### src/rtl/mux_arb_pkg.sv
// Shared constants and helpers for the arbitrated N:1 val/rdy mux.
// Arbitration mode encodings plus the select-width helper.
package mux_arb_pkg;

   localparam int ARB_FIXED = 0;
   localparam int ARB_RR    = 1;

   // Width of a channel index; a 2-input mux still needs one select bit.
   function automatic int sel_bits(input int n);
      return (n <= 2) ? 1 : $clog2(n);
   endfunction

endpackage

### src/rtl/mux_arb_nb_rtl_if.sv
// Producer-side and consumer-side handshake bundle of the arbitrated mux.
// The master modport is the environment, the slave modport is the mux itself.
interface mux_arb_nb_rtl_if import mux_arb_pkg::*; #(
   parameter int NBITS   = 4,
   parameter int NINPUTS = 4,
   parameter int SELBITS = sel_bits(NINPUTS)
);

   logic [NINPUTS-1:0]       in_val;
   logic [NINPUTS-1:0]       in_rdy;
   logic [NINPUTS*NBITS-1:0] in_data;
   logic                     out_val;
   logic                     out_rdy;
   logic [NBITS-1:0]         out_data;
   logic [SELBITS-1:0]       out_sel;

   modport master (
      output in_val, in_data, out_rdy,
      input  in_rdy, out_val, out_data, out_sel
   );

   modport slave (
      input  in_val, in_data, out_rdy,
      output in_rdy, out_val, out_data, out_sel
   );

endinterface

### src/rtl/arb_rr_nb_rtl.sv
// Combinational grant: first requester scanning from ptr (round-robin) or from 0 (fixed).
// No state; one-hot and binary grant are produced together for the mux and pointer logic.
module arb_rr_nb_rtl import mux_arb_pkg::*; #(
   parameter int NINPUTS = 4,
   parameter int SELBITS = sel_bits(NINPUTS)
) (
   input  logic [NINPUTS-1:0] req_i,
   input  logic [SELBITS-1:0] ptr_i,
   input  logic               mode_i,
   output logic [NINPUTS-1:0] gnt_oh_o,
   output logic [SELBITS-1:0] gnt_idx_o,
   output logic               gnt_vld_o
);

   always_comb begin
      int  base;
      int  idx;
      logic found;
      base      = 0;
      idx       = 0;
      found     = 1'b0;
      gnt_oh_o  = '0;
      gnt_idx_o = '0;
      // An out-of-range pointer falls back to index 0 so the grant stays below NINPUTS.
      if (mode_i && (int'(ptr_i) < NINPUTS)) begin
         base = int'(ptr_i);
      end
      for (int k = 0; k < NINPUTS; k++) begin
         idx = base + k;
         if (idx >= NINPUTS) begin
            idx = idx - NINPUTS;
         end
         if (!found && req_i[idx]) begin
            found         = 1'b1;
            gnt_oh_o[idx] = 1'b1;
            gnt_idx_o     = idx[SELBITS-1:0];
         end
      end
      gnt_vld_o = found;
   end

endmodule

### src/rtl/mux_arb_nb_rtl.sv
// Arbitrated N:1 val/rdy mux feeding a single-entry registered output buffer.
// One-cycle latency, one transfer per cycle; out_rdy reaches in_rdy combinationally.
module mux_arb_nb_rtl import mux_arb_pkg::*; #(
   parameter int NBITS    = 4,
   parameter int NINPUTS  = 4,
   parameter int ARB_MODE = ARB_RR
) (
   input  logic              clk,
   input  logic              rst_n,
   mux_arb_nb_rtl_if.slave   bus
);

   localparam int SELBITS = sel_bits(NINPUTS);

   logic [SELBITS-1:0] ptr_q, ptr_d;
   logic               out_val_q, out_val_d;
   logic [NBITS-1:0]   out_data_q, out_data_d;
   logic [SELBITS-1:0] out_sel_q, out_sel_d;

   logic [NINPUTS-1:0] gnt_oh;
   logic [SELBITS-1:0] gnt_idx;
   logic               gnt_vld;
   logic [NBITS-1:0]   gnt_data;
   logic               can_accept;
   logic               in_xfer;
   logic               out_xfer;

   arb_rr_nb_rtl #(
      .NINPUTS (NINPUTS),
      .SELBITS (SELBITS)
   ) u_arb (
      .req_i     (bus.in_val),
      .ptr_i     (ptr_q),
      .mode_i    (ARB_MODE == ARB_RR),
      .gnt_oh_o  (gnt_oh),
      .gnt_idx_o (gnt_idx),
      .gnt_vld_o (gnt_vld)
   );

   always_comb begin
      gnt_data = '0;
      for (int i = 0; i < NINPUTS; i++) begin
         if (gnt_oh[i]) begin
            gnt_data = bus.in_data[i*NBITS +: NBITS];
         end
      end
   end

   // Holding rst_n low blocks every handshake so nothing is accepted during reset.
   assign can_accept = rst_n && (!out_val_q || bus.out_rdy);
   assign in_xfer    = can_accept && gnt_vld;
   assign out_xfer   = out_val_q && bus.out_rdy;
   assign bus.in_rdy = can_accept ? gnt_oh : '0;

   always_comb begin
      ptr_d      = ptr_q;
      out_val_d  = out_val_q;
      out_data_d = out_data_q;
      out_sel_d  = out_sel_q;
      if (in_xfer) begin
         out_val_d  = 1'b1;
         out_data_d = gnt_data;
         out_sel_d  = gnt_idx;
         if (ARB_MODE == ARB_RR) begin
            ptr_d = (gnt_idx == SELBITS'(NINPUTS-1)) ? '0 : gnt_idx + SELBITS'(1);
         end
      end else if (out_xfer) begin
         out_val_d = 1'b0;
      end
   end

   always_ff @(posedge clk or negedge rst_n) begin
      if (!rst_n) begin
         ptr_q      <= '0;
         out_val_q  <= 1'b0;
         out_data_q <= '0;
         out_sel_q  <= '0;
      end else begin
         ptr_q      <= ptr_d;
         out_val_q  <= out_val_d;
         out_data_q <= out_data_d;
         out_sel_q  <= out_sel_d;
      end
   end

   assign bus.out_val  = out_val_q;
   assign bus.out_data = out_data_q;
   assign bus.out_sel  = out_sel_q;

endmodule

### src/flat_wrapper.sv
// flat-port wrapper written by rule: the top's interface ports become plain ports
module mux_arb_nb_rtl_flat import mux_arb_pkg::*;
#(
   parameter int NBITS    = 4,
   parameter int NINPUTS  = 4,
   parameter int ARB_MODE = ARB_RR
)
  (clk, rst_n, bus_in_val, bus_in_data, bus_out_rdy, bus_in_rdy, bus_out_val, bus_out_data, bus_out_sel);
  mux_arb_nb_rtl_if #(.NBITS(NBITS), .NINPUTS(NINPUTS)) bus_i ();
  input  logic clk;
  input  logic rst_n;
  input wire logic [$bits(bus_i.in_val)-1:0] bus_in_val;
  input wire logic [$bits(bus_i.in_data)-1:0] bus_in_data;
  input wire logic [$bits(bus_i.out_rdy)-1:0] bus_out_rdy;
  output wire logic [$bits(bus_i.in_rdy)-1:0] bus_in_rdy;
  output wire logic [$bits(bus_i.out_val)-1:0] bus_out_val;
  output wire logic [$bits(bus_i.out_data)-1:0] bus_out_data;
  output wire logic [$bits(bus_i.out_sel)-1:0] bus_out_sel;
  assign bus_i.in_val = bus_in_val;
  assign bus_i.in_data = bus_in_data;
  assign bus_i.out_rdy = bus_out_rdy;
  assign bus_in_rdy = bus_i.in_rdy;
  assign bus_out_val = bus_i.out_val;
  assign bus_out_data = bus_i.out_data;
  assign bus_out_sel = bus_i.out_sel;
  mux_arb_nb_rtl #(.NBITS(NBITS), .NINPUTS(NINPUTS), .ARB_MODE(ARB_MODE)) u_core (.clk(clk), .rst_n(rst_n), .bus(bus_i));
endmodule
### config.mk
export PLATFORM = sky130hd
export DESIGN_NAME = mux_arb_nb_rtl_flat
export DESIGN_NICKNAME = d
export VERILOG_FILES = /design/src/rtl/mux_arb_pkg.sv /design/src/rtl/mux_arb_nb_rtl_if.sv /design/src/rtl/arb_rr_nb_rtl.sv /design/src/rtl/mux_arb_nb_rtl.sv /design/src/flat_wrapper.sv
export SDC_FILE = /design/constraint.sdc
export NUM_CORES = 1
export LEC_CHECK = 0
export ABC_AREA = 1
export CORE_MARGIN = 3
export CORE_UTILIZATION = 50
export DETAILED_ROUTE_END_ITERATION = 7
export GPL_TIMING_DRIVEN = 0
export PLACE_DENSITY_LB_ADDON = 0.25
export SLEW_MARGIN = 20
export SYNTH_ARGS = -nofsm -noshare
export SYNTH_HDL_FRONTEND = slang
export SYNTH_SLANG_ARGS = --single-unit
### constraint.sdc
create_clock -name clk -period 6.22 [get_ports clk]
set_input_delay 0.933 -clock clk [delete_from_list [all_inputs] [get_ports clk]]
set_output_delay 0.933 -clock clk [all_outputs]
set_load 0.01 [all_outputs]
Word-level counts from Yosys, hierarchy flattened
Cells that the tools add are included.

Bitwise logic cells: 3. Muxes and demuxes: 44. Reductions and logical operators: 16. Eq/ne operators: 1. Magnitude comparators: 12. $add $sub $neg: 8.

Operators with widths (number): $ge 32x1->1 const B (4); $lt 32x4->1 const B (4); $mux 32 (4); $mux 4 (9); $mux 1 (18); $or 4x4->4 (3); $sub 3x3->4 const B (3); $logic_and 1x1->1 (10); $mux 2 (5); $ge 3x3->1 const B (3); $bmux 1 s2 (4); $demux 1 s2 (4); $add 2x2->3 const B (2); $logic_not 1->1 (4); $sub 2x3->4 const B (1); $add 2x1->3 const B (1); $ge 2x3->1 const B (1); $add 2x1->2 const B (1); $eq 2x2->1 const B (1); $reduce_bool 2->1 (1); $logic_or 1x1->1 (1).

Register bits: 9. Output and inout port bits: 11. Bits of input ports: 23.

Depth between registers and ports, before layout
Gate-level depths: netlist (run 1).

Word-level depth: 19. Gate-level depth with buffers: 15. Gate-level depth less buffers: 14.

Cells and area by module
From an unflattened synthesis (run 1), not the netlist that was laid out.

Cells, all modules: 187. Area total of the unflattened synthesis: 1059.8 sq um.

By module, submodules not included: mux_arb_nb_rtl (instances 1, area an instance 553.0 sq um, cells each 83); arb_rr_nb_rtl (instances 1, area an instance 506.7 sq um, cells each 104).

Worst setup path after synthesis (run 1)
Ideal clock, no wire load.

Kind: input port to output port. From: input port bus_in_val[3]. To: output port bus_in_rdy[3]. Arrival: 1876 ps. Stages: 11. Setup slack: 3411 ps. Cells stage by stage: inv_1 nand2_1 nand3_4 nand2_8 nor2_8 nand3_4 inv_2 nand2_1 nand2_2 nand2_1 inv_1.

Longest elaborated chain between the ends: 14. Elaborated cells on any way between the ends: 29. Those cells by class: mux: 20; bitwise: 3; reduce/logical: 6.

RTL lines: start: declaration (line flat_wrapper.sv:12) `input wire logic [$bits(bus_i.in_val)-1:0] bus_in_val;`; $bmux 1 s2 (line arb_rr_nb_rtl.sv:33) `if (!found && req_i[idx]) begin`; $mux 1 (implied by the code) (2 in series) (line arb_rr_nb_rtl.sv:33); $mux 1 (line arb_rr_nb_rtl.sv:33); $logic_not 1->1 (line arb_rr_nb_rtl.sv:33); $logic_and 1x1->1 (line arb_rr_nb_rtl.sv:33); $mux 1 (line arb_rr_nb_rtl.sv:33); $logic_not 1->1 (line arb_rr_nb_rtl.sv:33); $logic_and 1x1->1 (line arb_rr_nb_rtl.sv:33); $mux 1 (line arb_rr_nb_rtl.sv:33); $logic_not 1->1 (line arb_rr_nb_rtl.sv:33); $logic_and 1x1->1 (line arb_rr_nb_rtl.sv:33); $mux 4 * (line arb_rr_nb_rtl.sv:33); $mux 4 * (line mux_arb_nb_rtl.sv:53) `assign bus.in_rdy = can_accept ? gnt_oh : '0;`; end: declaration (line flat_wrapper.sv:15) `output wire logic [$bits(bus_i.in_rdy)-1:0] bus_in_rdy;`.

Every way passes the cells marked *; elsewhere a longest branch is shown, timed or not. The select of a mux whose other input is x is not followed.

Worst setup path after layout (run 1)
Same ends and word-level chain as after synthesis.

==> metrics.txt, run 1 <==
status finished clean; final setup TNS 0 ns; Crit Path Category in -> out; global-route wire length before repair between 4000 and 5000 µm; gr ovfl total 0; Setup WS pre-CTS between 2 and 2.5 ns; area share of the largest cell type after synthesis 20.32%; Initial Utilization a little over half; Final Hold Violating Endpoints 0; CP Launch Type input pin; final wirelength between 2000 and 3000 µm; fmax between 0.2 and 0.3 GHz; Sw Pwr 0.5348 mW; post-synthesis sequential area ratio about a fifth; switching part of the total roughly 57%; Synth cell types 29; GRT Util Overall around 22%; CP Capture Point bus_in_rdy[3]; minimum clock period 3.888 ns; max cap viols 0; CTS tree yes; drt wl/cell 12.45 µm; Via density a little over 5; syn avg cell area roughly 7.4 µm²; Yosys reg bits 9; static leakage ~0.74 nW; number of fill cells in the layout ~160; post-route setup slack 2.332 ns; Yosys warnings 0; HPWL after DPL between 2000 and 2500 µm; Finish-stage setup viols 0; Worst VDD drop around 0.00044 V; DRT iter0 DRCs 18; Hold Path Stages 2; TritonRoute pass-1 iters 4; Vias between 1000 and 1500; clk_skew 0.006620 ns; layout cells sized above 1 between 20 and 25%; Top Ports 34; most frequent cells in the layout 38 x nand2_1, 33 x clkdlybuf4s50_1, 13 x inv_1, 13 x a21oi_1, 10 x nand2_2; clock buffer count from CTS 3; CTS HTree Levels 1; Worst slew margin ~73%; most common cell after layout, fill and taps aside nand2_1; max-slew violations 0; largest net degree at the start of global routing 11; Crit path required time between 5 and 6 ns; Worst Path Max Fanout 9; global placement routability congestion 0.8767; Max Buffers Root-to-Sink 2; Die Ht 53.09 µm; Worst Hold Class reg -> reg; Clk pwr share around 4.7%; # diodes 0; dominant cells by area after synthesis dfrtp_1 20%, nand2_1 13%, ha_1 7.9%; Layout area overhead 35.21%; initial antenna violation count 0; Post-CTS Resized 0; clk_lat worst skew approximately 0.26 ns; unrepaired setup endpoints after global routing false; Final nets 218; Pint approximately 0.41 mW; Row Count 16; Flop pwr share 12.3%; vias in the first global route 1116; syn nets between 150 and 200; Logic pwr share just over 80%; Die W about 53 µm; core area 2022 µm²; reg2reg path depth 13; remaining antenna violation count 0; number of hold-repair buffers added at the cts stage 0; Post-CTS Setup Bufs 0; clock sinks 9; CP Launch Point bus_in_val[3]; Clock Pin Slew Worst Setup and Hold Paths approximately 0.060 ns; Post-Syn Area approximately 1100 µm²; die area 2818 µm²; number of port buffers 33; worst reg2reg setup slack roughly 3.9 ns; DRC viols 0; Root Buffer clkbuf_4; CP arrival about 3.0 ns; Worst R2R End u_core.bus.out_data[0]$_DFFE_PN0P_; PD cells roughly 630 nW/µm²; CP Capture Type primary output; Synth Instances 150; final worst-path cycle share around 63%; pin slew with the least headroom to its limit between 0.3 and 0.4 ns; cell taking the most area after synthesis dfrtp_1
## synth_stat cells
| library cell | instances |
|---|---|
| a21boi_0 | 1 |
| a21boi_1 | 1 |
| a21boi_2 | 1 |
| a21oi_1 | 13 |
| a21oi_2 | 4 |
| a21oi_4 | 2 |
| buf_2 | 1 |
| buf_6 | 1 |
| dfrtp_1 | 9 |
| ha_1 | 7 |
| inv_1 | 13 |
| inv_2 | 4 |
| inv_4 | 2 |
| inv_6 | 1 |
| nand2_1 | 38 |
| nand2_2 | 10 |
| nand2_4 | 4 |
| nand2_8 | 1 |
| nand3_1 | 8 |
| nand3_2 | 3 |
| nand3_4 | 2 |
| nand4_1 | 4 |
| nand4_2 | 1 |
| nor2_1 | 8 |
| nor2_4 | 1 |
| nor2_8 | 2 |
| o21ai_0 | 5 |
| o21ai_1 | 2 |
| o22ai_1 | 1 |
## power by group through the flow
stage	sequential (mW)	clock [mW]	combinational (mW)
6_report	0.116	0.0445	0.781
5_1_grt	0.120	0.0490	0.873
4_1_cts	0.116	0.0475	0.778
3_5_place_dp	0.117	0	0.776
3_3_place_gp	0.115	0	0.749
2_1_floorplan	0.125	0	0.573
## worst max-delay path: stages
cell	delay, ns
clkdlybuf4s50_1	0.42
inv_1	0.07
nand2_1	0.09
nand3_4	0.13
nand2_8	0.10
nor2_8	0.17
nand3_4	0.10
inv_2	0.08
nand2_1	0.07
nand2_2	0.16
nand2_1	0.07
inv_1	0.05
clkdlybuf4s50_1	0.53
## cell families (layout without fill, tap and decap cells)
logic type / after synthesis / in the layout / share of synthesized area [%]
flip-flops: 9 / 9 / 20.32
buffers and inverters: 22 / 59 / 9.142
adder cells (fa/ha/maj): 7 / 7 / 7.900
AO/OA/AOI/OAI: 30 / 30 / 18.06
AND/OR/NAND/NOR: 82 / 82 / 44.58
## metrics by stage
stage	area [µm²]	total power, mW	std cells	hold WS (ns)	util (%)
after floorplan	1109	0.6978	150	0.5159	-
after detailed placement	1473	0.8930	210	0.4794	72.83
after global placement	1473	0.8640	210	0.4735	72.83
after CTS	1499	0.9419	214	0.4983	74.13
after global routing	1499	1.042	214	0.5256	74.13
final	1499	0.9408	214	0.4883	74.13
## worst min path at each step
stage                                                 start                                end  slack (ns)
after detailed placement  u_core.bus.out_sel[0]$_DFFE_PN0P_  u_core.bus.out_sel[0]$_DFFE_PN0P_        0.48
final                     u_core.bus.out_sel[0]$_DFFE_PN0P_  u_core.bus.out_sel[0]$_DFFE_PN0P_        0.49
after global placement    u_core.bus.out_sel[0]$_DFFE_PN0P_  u_core.bus.out_sel[0]$_DFFE_PN0P_        0.47
after global routing      u_core.bus.out_sel[0]$_DFFE_PN0P_  u_core.bus.out_sel[0]$_DFFE_PN0P_        0.53
after floorplan           u_core.bus.out_sel[0]$_DFFE_PN0P_  u_core.bus.out_sel[0]$_DFFE_PN0P_        0.52
after CTS                 u_core.bus.out_sel[0]$_DFFE_PN0P_  u_core.bus.out_sel[0]$_DFFE_PN0P_        0.50
## layout make-up
type	count	area, µm²	area share [%]
Buffer	2	16.27	1.085
Clock buffer	4	26.28	1.753
Inverter	20	85.08	5.676
Multi-Input combinational cell	119	782.0	52.17
Sequential cell	9	225.2	15.03
Tap cell	27	33.78	2.254
Timing Repair Buffer	33	330.3	22.04
## routing by layer
metal	GRT usage [%]	wire, µm
met1	27.16	1198
met4	6.383	35
met2	41.12	1347
met5	0	0
met3	1.690	83
(Power assumes the default switching activity.)
==> run 2: changes to the inputs <==
- CORE_UTILIZATION: 50 -> 42
- clock period: 6.22 -> 3.35 ns (I/O delays scaled with it)
==> run 2 against run 1 <==
Worst setup slack got worse by 2.2 ns. Via count increased by 1.5%. Flip-flop and latch count unchanged. Utilization decreased by 7.9 points. Sequential power increased by 80%. Highest routed layer unchanged. Clock-buffer cell count unchanged. Critical path type is now reg -> out. First-iteration DRC count increased by 89%. Clock power increased by 90%.
==> metrics.txt, run 2 (synthesis results as in run 1) <==
status finished clean; die area approximately 3300 µm²; hold slack 0.4940 ns; number of hold-repair buffers added at the cts stage 0; max cap viols 0; Multi-input gate area between 700 and 800 µm²; Finish-stage setup viols 0; most common cell after layout, fill and taps aside nand2_1; Root Buffer clkbuf_4; Row Count 17; Worst Path Max Fanout 9; Die Ht ~57 µm; # diodes 0; largest net degree at the start of global routing 11; Crit Path Category reg -> out; HPWL after DPL approximately 2200 µm; CP arrival between 2 and 3 ns; TritonRoute pass-1 iters 4; post-route setup slack roughly 0.11 ns; number of port buffers 33; Layout Utilization 66.19%; Setup WS pre-CTS 0.2740 ns; static leakage approximately 0.78 nW; number of fill cells in the layout a little over 200; pin slew with the least headroom to its limit approximately 0.43 ns; CTS tree yes; Initial Utilization 46.95%; Layout area overhead 40.97%; max-slew violations 0; clk_lat worst skew roughly 0.26 ns; final worst-path cycle share a little over nine tenths; total power approximately 1.9 mW; crit-path cells buf_6, inv_6, ha_2, inv_1, nand3_1, nand2_2, nor2_4, buf_4, a21oi_4, nand3_2, nand2_1, inv_1, clkdlybuf4s50_1; clock sinks 9; final setup TNS 0 ns; fmax between 0.3 and 0.4 GHz; Via density approximately 5.0; Final nets about 230; Final Hold Violating Endpoints 0; Worst Hold Class reg -> reg; area occupied by registers 227.7 µm²; final wirelength 2826 µm; CP Capture Type primary output; Worst slew margin 71.35%; Crit path required time approximately 2.9 ns; Worst path most repeated cell inv_1; Top Ports 34; layout cells sized above 1 a little over a quarter; CTS HTree Levels 1; clock buffer count from CTS 3; gr ovfl total 0; core area approximately 2400 µm²; most frequent cells in the layout 38 x nand2_1, 33 x clkdlybuf4s50_1, 13 x inv_1, 13 x a21oi_1, 9 x nand2_2; Max Buffers Root-to-Sink 2; drt wl/cell between 10 and 15 µm; GRT Util Overall around 18%; Vias approximately 1100; Worst VDD drop ~0.00077 V; global-route wire length before repair around 4700 µm; initial antenna violation count 0; Clock Pin Slew Worst Setup and Hold Paths ~0.06 ns; minimum clock period around 3.2 ns; PD cells between 1000 and 1500 nW/µm²; remaining antenna violation count 0; clk_skew between 0.002 and 0.0025 ns; CP max stage cell clkdlybuf4s50_1; global placement routability congestion 0.8238; hold path startpoint u_core.bus.out_sel[0]$_DFFE_PN0P_; CP Launch Type register; DRT iter0 DRCs 34; CP max stage delay roughly 0.53 ns; vias in the first global route approximately 1100; Die W 57.38 µm; DRC viols 0
==> run 2: changes by cell type in the layout (fill, tap and decap cells not counted) <==
cell	previous run	this run
dfrtp_2	0	2
ha_1	7	6
dfrtp_1	9	7
ha_2	0	1
nand2_4	4	5
nand2_2	10	9
buf_4	0	7
==> run 2: cell type report <==
type,instances,area share (%)
clock buffer,4,1.681
timing repair buffer,40,24.50
multi-input combinational,119,50.52
inverter,20,5.444
sequential,9,14.57
tap,28,2.242
buffer,2,1.041
==> run 2: metal layers <==
metal / vias up / global-route usage [%] / routed length (µm)
met3: 7 / 0.9050 / 70
met1: 508 / 24.02 / 1273
li1: 582 / - / -
met5: - / 0 / 0
met4: 0 / 8.278 / 57
met2: 22 / 28.55 / 1426
==> run 2: path summary, 6_finish.rpt <==
check                                                endpoint  slack (ns)  cells past startpoint
min in group asynchronous  u_core.bus.out_data[3]$_DFFE_PN0P_        0.54                      1
setup reg to reg           u_core.bus.out_data[3]$_DFFE_PN0P_        0.99                     15
max in group asynchronous          asynchronous set/reset pin        2.48                      1
setup / recovery                                bus_in_rdy[1]        0.11                     13
hold reg to reg             u_core.bus.out_sel[0]$_DFFE_PN0P_        0.49                      2
hold / removal              u_core.bus.out_sel[0]$_DFFE_PN0P_        0.49                      2
==> run 2: worst max-delay path: cells and delay by family (launching register included) <==
kind / cells / cell delay (ns)
buffers and inverters: 6 / 1.05
DFF: 1 / 0.40
and+or+nand+nor: 5 / 0.60
AOI/OAI and AO/OA: 1 / 0.05
adders and majority gates: 1 / 0.37
==> run 2: repair_timing <==
action	4_1_cts	5_1_grt
setup endpoints to repair	1	3
gates resized for setup	1	3
pin swaps	1	3
setup buffers	0	7
==> run 2: power by group <==
part	total, mW	switching (mW)	internal (mW)
Sequential	0.209	0.0389	0.170
Clock	0.0845	0.0386	0.0459
Combinational	1.58	0.950	0.631
==> run 2: through the flow <==
stage | area [µm²] | cells
global placement | 1474 | 211
global route | 1563 | 222
detailed placement | 1474 | 211
CTS | 1501 | 215
floorplan | 1109 | 150
finish | 1563 | 222
